$ cat config.mk
export PLATFORM = sky130hd
export DESIGN_NAME = uart_rx_core
export DESIGN_NICKNAME = d
export VERILOG_FILES = /design/src/rtl/uart_rx_core.sv
export SDC_FILE = /design/constraint.sdc
export NUM_CORES = 1
export LEC_CHECK = 0
export ABC_CLOCK_PERIOD_IN_PS = 3700
export CORE_ASPECT_RATIO = 0.5
export CORE_MARGIN = 2
export CORE_UTILIZATION = 59
export CTS_CLUSTER_SIZE = 40
export DETAILED_ROUTE_END_ITERATION = 10
export HOLD_SLACK_MARGIN = 0.08
export PLACE_DENSITY = 0.83
export SLEW_MARGIN = 20
export SYNTH_ARGS = -nofsm -noshare
export SYNTH_HDL_FRONTEND = slang
export SYNTH_SLANG_ARGS = --single-unit
$ cat constraint.sdc
create_clock -name clk -period 3.7 [get_ports clk]
set_input_delay 0.74 -clock clk [delete_from_list [all_inputs] [get_ports clk]]
set_output_delay 0.74 -clock clk [all_outputs]
set_load 0.05 [all_outputs]
$ cat src/rtl/uart_rx_core.sv
// uart_rx_core: oversampled UART receiver with a 2-flop line synchronizer,
// optional parity, and a one-entry holding register with frame/parity/overrun flags.
module uart_rx_core #(
    parameter int DATA_BITS  = 8,
    parameter int OVERSAMPLE = 16,
    parameter int PARITY_EN  = 0,
    parameter int PARITY_ODD = 0
) (
    input  logic                 clk,
    input  logic                 rst,
    input  logic                 enable_rx,
    input  logic                 sample_tick,
    input  logic                 rx_serial,
    input  logic                 rd_ack,
    output logic [DATA_BITS-1:0] rx_data,
    output logic                 rx_valid,
    output logic                 frame_err,
    output logic                 parity_err,
    output logic                 overrun_err,
    output logic                 busy
);

    localparam int CNT_W = $clog2(OVERSAMPLE);
    localparam int BIT_W = 3;
    localparam logic [CNT_W-1:0] HALF_M1  = CNT_W'(OVERSAMPLE / 2 - 1);
    localparam logic [CNT_W-1:0] FULL_M1  = CNT_W'(OVERSAMPLE - 1);
    localparam logic [BIT_W-1:0] LAST_BIT = BIT_W'(DATA_BITS - 1);

    typedef enum logic [2:0] {
        S_IDLE, S_START, S_DATA, S_PARITY, S_STOP, S_WAIT_HIGH
    } state_t;

    state_t               state_q, state_d;
    logic [CNT_W-1:0]     cnt_q, cnt_d;
    logic [BIT_W-1:0]     bit_cnt_q, bit_cnt_d;
    logic [DATA_BITS-1:0] shift_q, shift_d;
    logic                 sync1_q, sync1_d;
    logic                 sync2_q, sync2_d;
    logic                 par_flag_q, par_flag_d;
    logic                 stop_bit_q, stop_bit_d;
    logic                 commit_q, commit_d;
    logic [DATA_BITS-1:0] rx_data_q, rx_data_d;
    logic                 rx_valid_q, rx_valid_d;
    logic                 frame_err_q, frame_err_d;
    logic                 parity_err_q, parity_err_d;
    logic                 overrun_q, overrun_d;
    logic                 rxs;

    assign rxs = sync2_q;

    // State register and all flops; reset wins over every other input.
    always_ff @(posedge clk) begin
        if (!rst) begin
            state_q      <= S_IDLE;
            cnt_q        <= '0;
            bit_cnt_q    <= '0;
            shift_q      <= '0;
            sync1_q      <= 1'b1;
            sync2_q      <= 1'b1;
            par_flag_q   <= 1'b0;
            stop_bit_q   <= 1'b1;
            commit_q     <= 1'b0;
            rx_data_q    <= '0;
            rx_valid_q   <= 1'b0;
            frame_err_q  <= 1'b0;
            parity_err_q <= 1'b0;
            overrun_q    <= 1'b0;
        end else begin
            state_q      <= state_d;
            cnt_q        <= cnt_d;
            bit_cnt_q    <= bit_cnt_d;
            shift_q      <= shift_d;
            sync1_q      <= sync1_d;
            sync2_q      <= sync2_d;
            par_flag_q   <= par_flag_d;
            stop_bit_q   <= stop_bit_d;
            commit_q     <= commit_d;
            rx_data_q    <= rx_data_d;
            rx_valid_q   <= rx_valid_d;
            frame_err_q  <= frame_err_d;
            parity_err_q <= parity_err_d;
            overrun_q    <= overrun_d;
        end
    end

    // Next state: frame sequencing, tick counting and bit capture.
    always_comb begin
        sync1_d    = rx_serial;
        sync2_d    = sync1_q;
        state_d    = state_q;
        cnt_d      = cnt_q;
        bit_cnt_d  = bit_cnt_q;
        shift_d    = shift_q;
        par_flag_d = par_flag_q;
        stop_bit_d = stop_bit_q;
        commit_d   = 1'b0;
        if (!enable_rx) begin
            state_d    = S_IDLE;
            cnt_d      = '0;
            bit_cnt_d  = '0;
            shift_d    = '0;
            par_flag_d = 1'b0;
        end else begin
            case (state_q)
                S_IDLE: begin
                    if (sample_tick && !rxs) begin
                        state_d = S_START;
                        cnt_d   = '0;
                    end
                end
                S_START: begin
                    if (sample_tick) begin
                        if (cnt_q == HALF_M1) begin
                            cnt_d     = '0;
                            bit_cnt_d = '0;
                            state_d   = rxs ? S_IDLE : S_DATA;
                        end else begin
                            cnt_d = cnt_q + 1'b1;
                        end
                    end
                end
                S_DATA: begin
                    if (sample_tick) begin
                        if (cnt_q == FULL_M1) begin
                            cnt_d   = '0;
                            shift_d = {rxs, shift_q[DATA_BITS-1:1]};
                            if (bit_cnt_q == LAST_BIT) begin
                                bit_cnt_d  = '0;
                                par_flag_d = 1'b0;
                                state_d    = (PARITY_EN != 0) ? S_PARITY : S_STOP;
                            end else begin
                                bit_cnt_d = bit_cnt_q + 1'b1;
                            end
                        end else begin
                            cnt_d = cnt_q + 1'b1;
                        end
                    end
                end
                S_PARITY: begin
                    if (sample_tick) begin
                        if (cnt_q == FULL_M1) begin
                            cnt_d      = '0;
                            par_flag_d = (^shift_q) ^ rxs ^ (PARITY_ODD != 0);
                            state_d    = S_STOP;
                        end else begin
                            cnt_d = cnt_q + 1'b1;
                        end
                    end
                end
                S_STOP: begin
                    if (sample_tick) begin
                        if (cnt_q == FULL_M1) begin
                            cnt_d      = '0;
                            stop_bit_d = rxs;
                            commit_d   = 1'b1;
                            state_d    = rxs ? S_IDLE : S_WAIT_HIGH;
                        end else begin
                            cnt_d = cnt_q + 1'b1;
                        end
                    end
                end
                S_WAIT_HIGH: begin
                    if (rxs) state_d = S_IDLE;
                end
                default: state_d = S_IDLE;
            endcase
        end
    end

    // Holding register: commit one clk after the stop sample, ack handshake, overrun.
    always_comb begin
        rx_data_d    = rx_data_q;
        rx_valid_d   = rx_valid_q;
        frame_err_d  = frame_err_q;
        parity_err_d = parity_err_q;
        overrun_d    = overrun_q;
        if (commit_q) begin
            rx_data_d    = shift_q;
            frame_err_d  = !stop_bit_q;
            parity_err_d = par_flag_q;
            rx_valid_d   = 1'b1;
            if (rx_valid_q && !rd_ack) overrun_d = 1'b1;
        end else if (rd_ack && rx_valid_q) begin
            rx_valid_d = 1'b0;
            overrun_d  = 1'b0;
        end
    end

    // Outputs: busy decoded from state, the rest straight from the holding register.
    always_comb begin
        busy        = (state_q != S_IDLE);
        rx_data     = rx_data_q;
        rx_valid    = rx_valid_q;
        frame_err   = frame_err_q;
        parity_err  = parity_err_q;
        overrun_err = overrun_q;
    end

endmodule

==> results.toml, run 1 <==
[critical_path]
worstSetupEndpoint = "busy"
cp_data_required_time_ps = 2960
cp-start-kind = "register"
slowest_delay_ps = 810
r2r_cells = 4
cp_cell_sequence = "or3_1, clkdlybuf4s50_1"
crit_path_start = "state_q[0]"
r2r_end = "bit_cnt_q[1]"
timing_worst_setup_path_type = "reg -> out"
crit_arrival_ps = 2080
worst-path-max-fanout = 20
slowest_stage = "clkdlybuf4s50_1"
cp-end-kind = "primary output"
rrSetupSlack_ps = 1540
crit-reg2reg-launch = "state_q[0]"

[yosys]
ys_warn_count = 0
synthArstFlopShare = 0
seq_area_frac_synth = 0.408
synth_edf_count = 0
synthesis.nets = 193
syn-cell-area_mm2 = 0.00172
synth.distinct_cells = 46
syn_area_per_cell_um2 = 9.33
synth_flop_cell = "dfxtp_1"
ys_seq_elements = 35
synth_cells = 184

[cts]
cts_hold_buf = 0
numCtsBuffers = 5
clk_path_buf_depth = 2
cts_htree_levels = 2
clkTransAtPathRegs_ps = 70
cts_resized = 0
insertion_delay_ps = 280
cts_tree = "built"
clock_sinks = 35
cts_root_buf = "clkbuf_8"
post_cts_buffers = 0

[cells_and_area]
layout_common_cells = "dfxtp_1, mux2i_1, nor2_1, clkdlybuf4s50_1, nor2b_1"
fin_area_mm2 = 0.00201
layout_commonest_cell = "dfxtp_1"
n_antenna_cell = 0
drive_gt1_frac = 0.0606
nFillCells = 205
num-nets-final = 206
area_growth_pct = 16.9
post-route-util = 0.748

[timing]
fmax_mhz = 354
fin_ws_ps = 877
relSlewSlack = 0.557
rsz0062_at_grt = "false"
maxSlewViolCount = 0
setup_violations = 0
hold_ws_ps = 421
clock_skew_ps = 3.19
period_share = 0.763
fin_setup_tns_ps = 0
fin_crit_ps = 2820
tightest_slew_ps = 663
hold_viol_final = 0

[hold_path]
hp-class = "reg -> reg"

[global_route]
grt.met1_usage = 0.281
grt_max_degree = 21
grt_pass1_wl_mm = 6.13
grt_pass1_vias = 1332
grt_use_total = 0.235
use_met3 = 0.0711
grtUsageMet2 = 0.417
grt_overflow = 0
grt_busiest_layer = "met2"
antenna_found_initial = 0

[route]
drc_errors = 0
final_antenna_net_count = 0
num_vias = 1361
vias_per_cell = 5.79
drt_first_pass_iters = 4
first_iter_violations = 132
wl_per_cell_um = 15.6
drt_wl_total_mm = 3.66

[floorplan]
die_h_um = 42.1
ios = 19
design.die.area_mm2 = 0.00338
start_util = 0.640
die_x_um = 80.3
num_rows = 13
core_region_area_mm2 = 0.00268

[pwr]
p_switching_uw = 158
clockPowerShare = 0.453
p_leak_nw = 0.665
p_sw_frac = 0.211
comb_power_share = 0.038
p_per_area_mw_per_mm2 = 373
p_int_uw = 591
power_frac_seq = 0.509
ir_worst_vdd_mv = 0.297

[status]
status = "finished clean"

[job]
max-cap-violations = 0

[placement]
place_congestion = 0.881
hpwlAfterDp_mm = 2.28
pre_cts_slack_ps = 1050
port_buffers = 18
post_dp_cell_area_mm2 = 0.00189
==> flip-flops by register name, indices dropped and copies added, names as in the netlist <==
register	cells
rxs	1
commit_q	1
parity_err	1
rx_valid	1
rx_data	8
bit_cnt_q	3
state_q	3
shift_q	8
stop_bit_q	1
overrun_err	1
frame_err	1
cnt_q	4
par_flag_q	1
sync1_q	1
==> layer usage <==
metal / wire (µm) / up-vias
met2: 1830 / 35
met5: 0 / -
met4: 16 / 0
li1: - / 680
met1: 1630 / 642
met3: 188 / 4
==> final cells by class <==
cell class | instances | area, µm² | area share
multi-input cells | 135 | 960 | 0.478
clock buffers | 5 | 68.8 | 0.0343
repair buffers | 18 | 180 | 0.0898
well taps | 37 | 46.3 | 0.0231
flip-flops and latches | 35 | 701 | 0.349
inverters | 2 | 7.51 | 0.00374
clock inverters | 3 | 43.8 | 0.0218
==> worst min path at each step <==
stage,startpoint,to,slack [ps],depth (start not counted)
3_5_place_dp,sync1_q,rxs,400,1
6_report,sync1_q,rxs,420,1
5_1_grt,sync1_q,rxs,450,1
2_1_floorplan,sync1_q,rxs,390,1
3_3_place_gp,sync1_q,rxs,390,1
4_1_cts,sync1_q,rxs,420,1
==> power groups by stage <==
stage | sequential, mW | clock [mW] | combinational [mW]
2_1_floorplan | 0.387 | 0 | 0.0213
3_3_place_gp | 0.389 | 0 | 0.0274
3_5_place_dp | 0.389 | 0 | 0.0279
4_1_cts | 0.381 | 0.345 | 0.0282
5_1_grt | 0.381 | 0.364 | 0.0308
6_report | 0.381 | 0.340 | 0.0285
==> logic make-up (layout without fill, tap and decap cells) <==
group	count (synthesis)	in the layout	share of synthesized area
buf+inv	14	28	0.0328
flops	35	35	0.408
compound gates	31	31	0.135
fa+ha+maj	3	3	0.0219
mux	20	20	0.117
xor+xnor	7	7	0.0437
simple gates	74	74	0.242
==> metrics by stage <==
step           instances  power, mW
4_1_cts              235      0.754
2_1_floorplan        184      0.408
3_3_place_gp         227      0.417
5_1_grt              235      0.776
6_report             235      0.749
3_5_place_dp         227      0.417
==> synth_stat cells (all sizes together), types with 2 or more instances <==
cell | count | area share
o21ai | 6 | 0.017
o21a | 2 | 0.0087
a41oi | 2 | 0.010
buf | 5 | 0.013
nand3 | 6 | 0.017
ha | 3 | 0.022
clkbuf | 7 | 0.015
xnor2 | 5 | 0.026
nand2 | 10 | 0.022
nor3 | 4 | 0.018
and2 | 2 | 0.0073
nor2b | 13 | 0.047
nand2b | 6 | 0.022
inv | 2 | 0.0044
mux2i | 20 | 0.12
nor2 | 18 | 0.039
a21oi | 8 | 0.023
a31oi | 3 | 0.011
nand4 | 4 | 0.015
dfxtp | 35 | 0.41
==> critical path, delay by kind of cell (launching register included) <==
kind                   cells  cell delay [ps]
DFF                        1              750
buffers and inverters      1              810
and+or+nand+nor            1              250
Note: power is estimated with default switching activity, not from simulation.
==> run 2: changes to the inputs <==
Settings changed: ABC_CLOCK_PERIOD_IN_PS 3700 to 2410, CORE_UTILIZATION 59 to 50, PLACE_DENSITY 0.83 to 0.75.
Clock period 3.7 ns to 2.41 ns, I/O delays scaled along.
==> results.toml, run 2 (synthesized netlist as in run 1, its figures left out) <==
[floorplan]
num_rows = 14
ios = 19
design.die.area_mm2 = 0.00395
start_util = 0.547
die_h_um = 45.4
core_region_area_mm2 = 0.00314
die_x_um = 86.9

[cells_and_area]
area_growth_pct = 18.4
drive_gt1_frac = 0.0796
layout_commonest_cell = "dfxtp_1"
fin_area_mm2 = 0.00203
n_antenna_cell = 0
layout_common_cells = "dfxtp_1, mux2i_1, nor2_1, clkdlybuf4s50_1, nor2b_1"
num-nets-final = 210
nFillCells = 271

[critical_path]
worst-path-max-fanout = 2
cp-start-kind = "register"
slowest_stage = "clkdlybuf4s50_1"
crit_family = "buffers and inverters"
slowest_delay_ps = 810
cp-end-kind = "primary output"
timing_worst_setup_path_type = "reg -> out"
cp_data_required_time_ps = 1930
critPathBufInv = 1
crit_arrival_ps = 1440
cp_cell_sequence = "clkdlybuf4s50_1"

[pwr]
ir_worst_vdd_mv = 0.357
p_leak_nw = 0.679
total_power_mw = 1.15
p_per_area_mw_per_mm2 = 566

[route]
drt_first_pass_iters = 5
first_iter_violations = 189
num_vias = 1329
wl_per_cell_um = 14.0
vias_per_cell = 5.51
drt_wl_total_mm = 3.38
final_antenna_net_count = 0
drc_errors = 0

[cts]
cts_htree_levels = 2
cts_tree = "built"
cts_resized = 0
clk_path_buf_depth = 2
clock_sinks = 35
insertion_delay_ps = 280
clkTransAtPathRegs_ps = 70
post_cts_buffers = 0
cts_root_buf = "clkbuf_8"
cts_hold_buf = 0
numCtsBuffers = 5

[timing]
clock_skew_ps = 3.02
fin_crit_ps = 1930
fmax_mhz = 519
setup_violations = 0
hold_viol_final = 0
rsz0062_at_grt = "false"
maxSlewViolCount = 0
tightest_slew_ps = 649
period_share = 0.799
fin_setup_tns_ps = 0
relSlewSlack = 0.567

[placement]
port_buffers = 18
place_congestion = 0.818
post_dp_cell_area_mm2 = 0.00193
hpwlAfterDp_mm = 2.28

[global_route]
grt_pass1_wl_mm = 5.73
grt_max_degree = 20
grt_pass1_vias = 1267
antenna_found_initial = 0
grt_overflow = 0
grt_use_total = 0.196

[hold_path]
hp-class = "reg -> reg"

[status]
status = "finished clean"

[job]
max-cap-violations = 0
## run 2: cell types whose count changed in the layout (fill, tap and decap cells not counted), sizes merged
cell and delta:
clkdlybuf4s50 -1, clkinvlp +1, clkinv -2, buf +5
## run 2: path summary, 6_finish.rpt
path                                 start            to  slack [ps]  cells after the start
worst max-delay path            rx_data[0]    rx_data[0]         480                      1
worst max register to register  state_q[1]  bit_cnt_q[0]         600                      4
worst min-delay path               sync1_q           rxs         440                      1
worst min register to register     sync1_q           rxs         440                      1
## run 2: layout make-up
type	instances	area, µm²	area share
Clock buffer	5	68.8	0.0339
Clock inverter	2	37.5	0.0185
Inverter	2	7.51	0.00369
Multi-Input combinational cell	135	960	0.472
Sequential cell	35	701	0.345
Tap cell	40	50.0	0.0246
Timing Repair Buffer	22	208	0.102
## run 2: routing by layer
layer	track usage	vias to the layer above	part of all wire
met5	0	-	0
met4	0.0906	0	0.0074
met3	0.0580	4	0.048
met2	0.327	40	0.46
met1	0.240	600	0.49
li1	-	685	-
## run 2: report_power, final
part	switching [mW]	internal, mW
Clock	0.215	0.302
Combinational	0.0273	0.0223
Sequential	0.00218	0.580
Total	0.245	0.905
## run 2: metrics by stage
stage	setup WS [ps]	hold slack, ps	utilization	std cells
3_5_place_dp	265	413	0.614	234
5_1_grt	414	443	0.648	241
4_1_cts	468	428	0.648	241
3_3_place_gp	322	393	0.614	234
6_report	483	437	0.648	241
2_1_floorplan	708	386	-	184
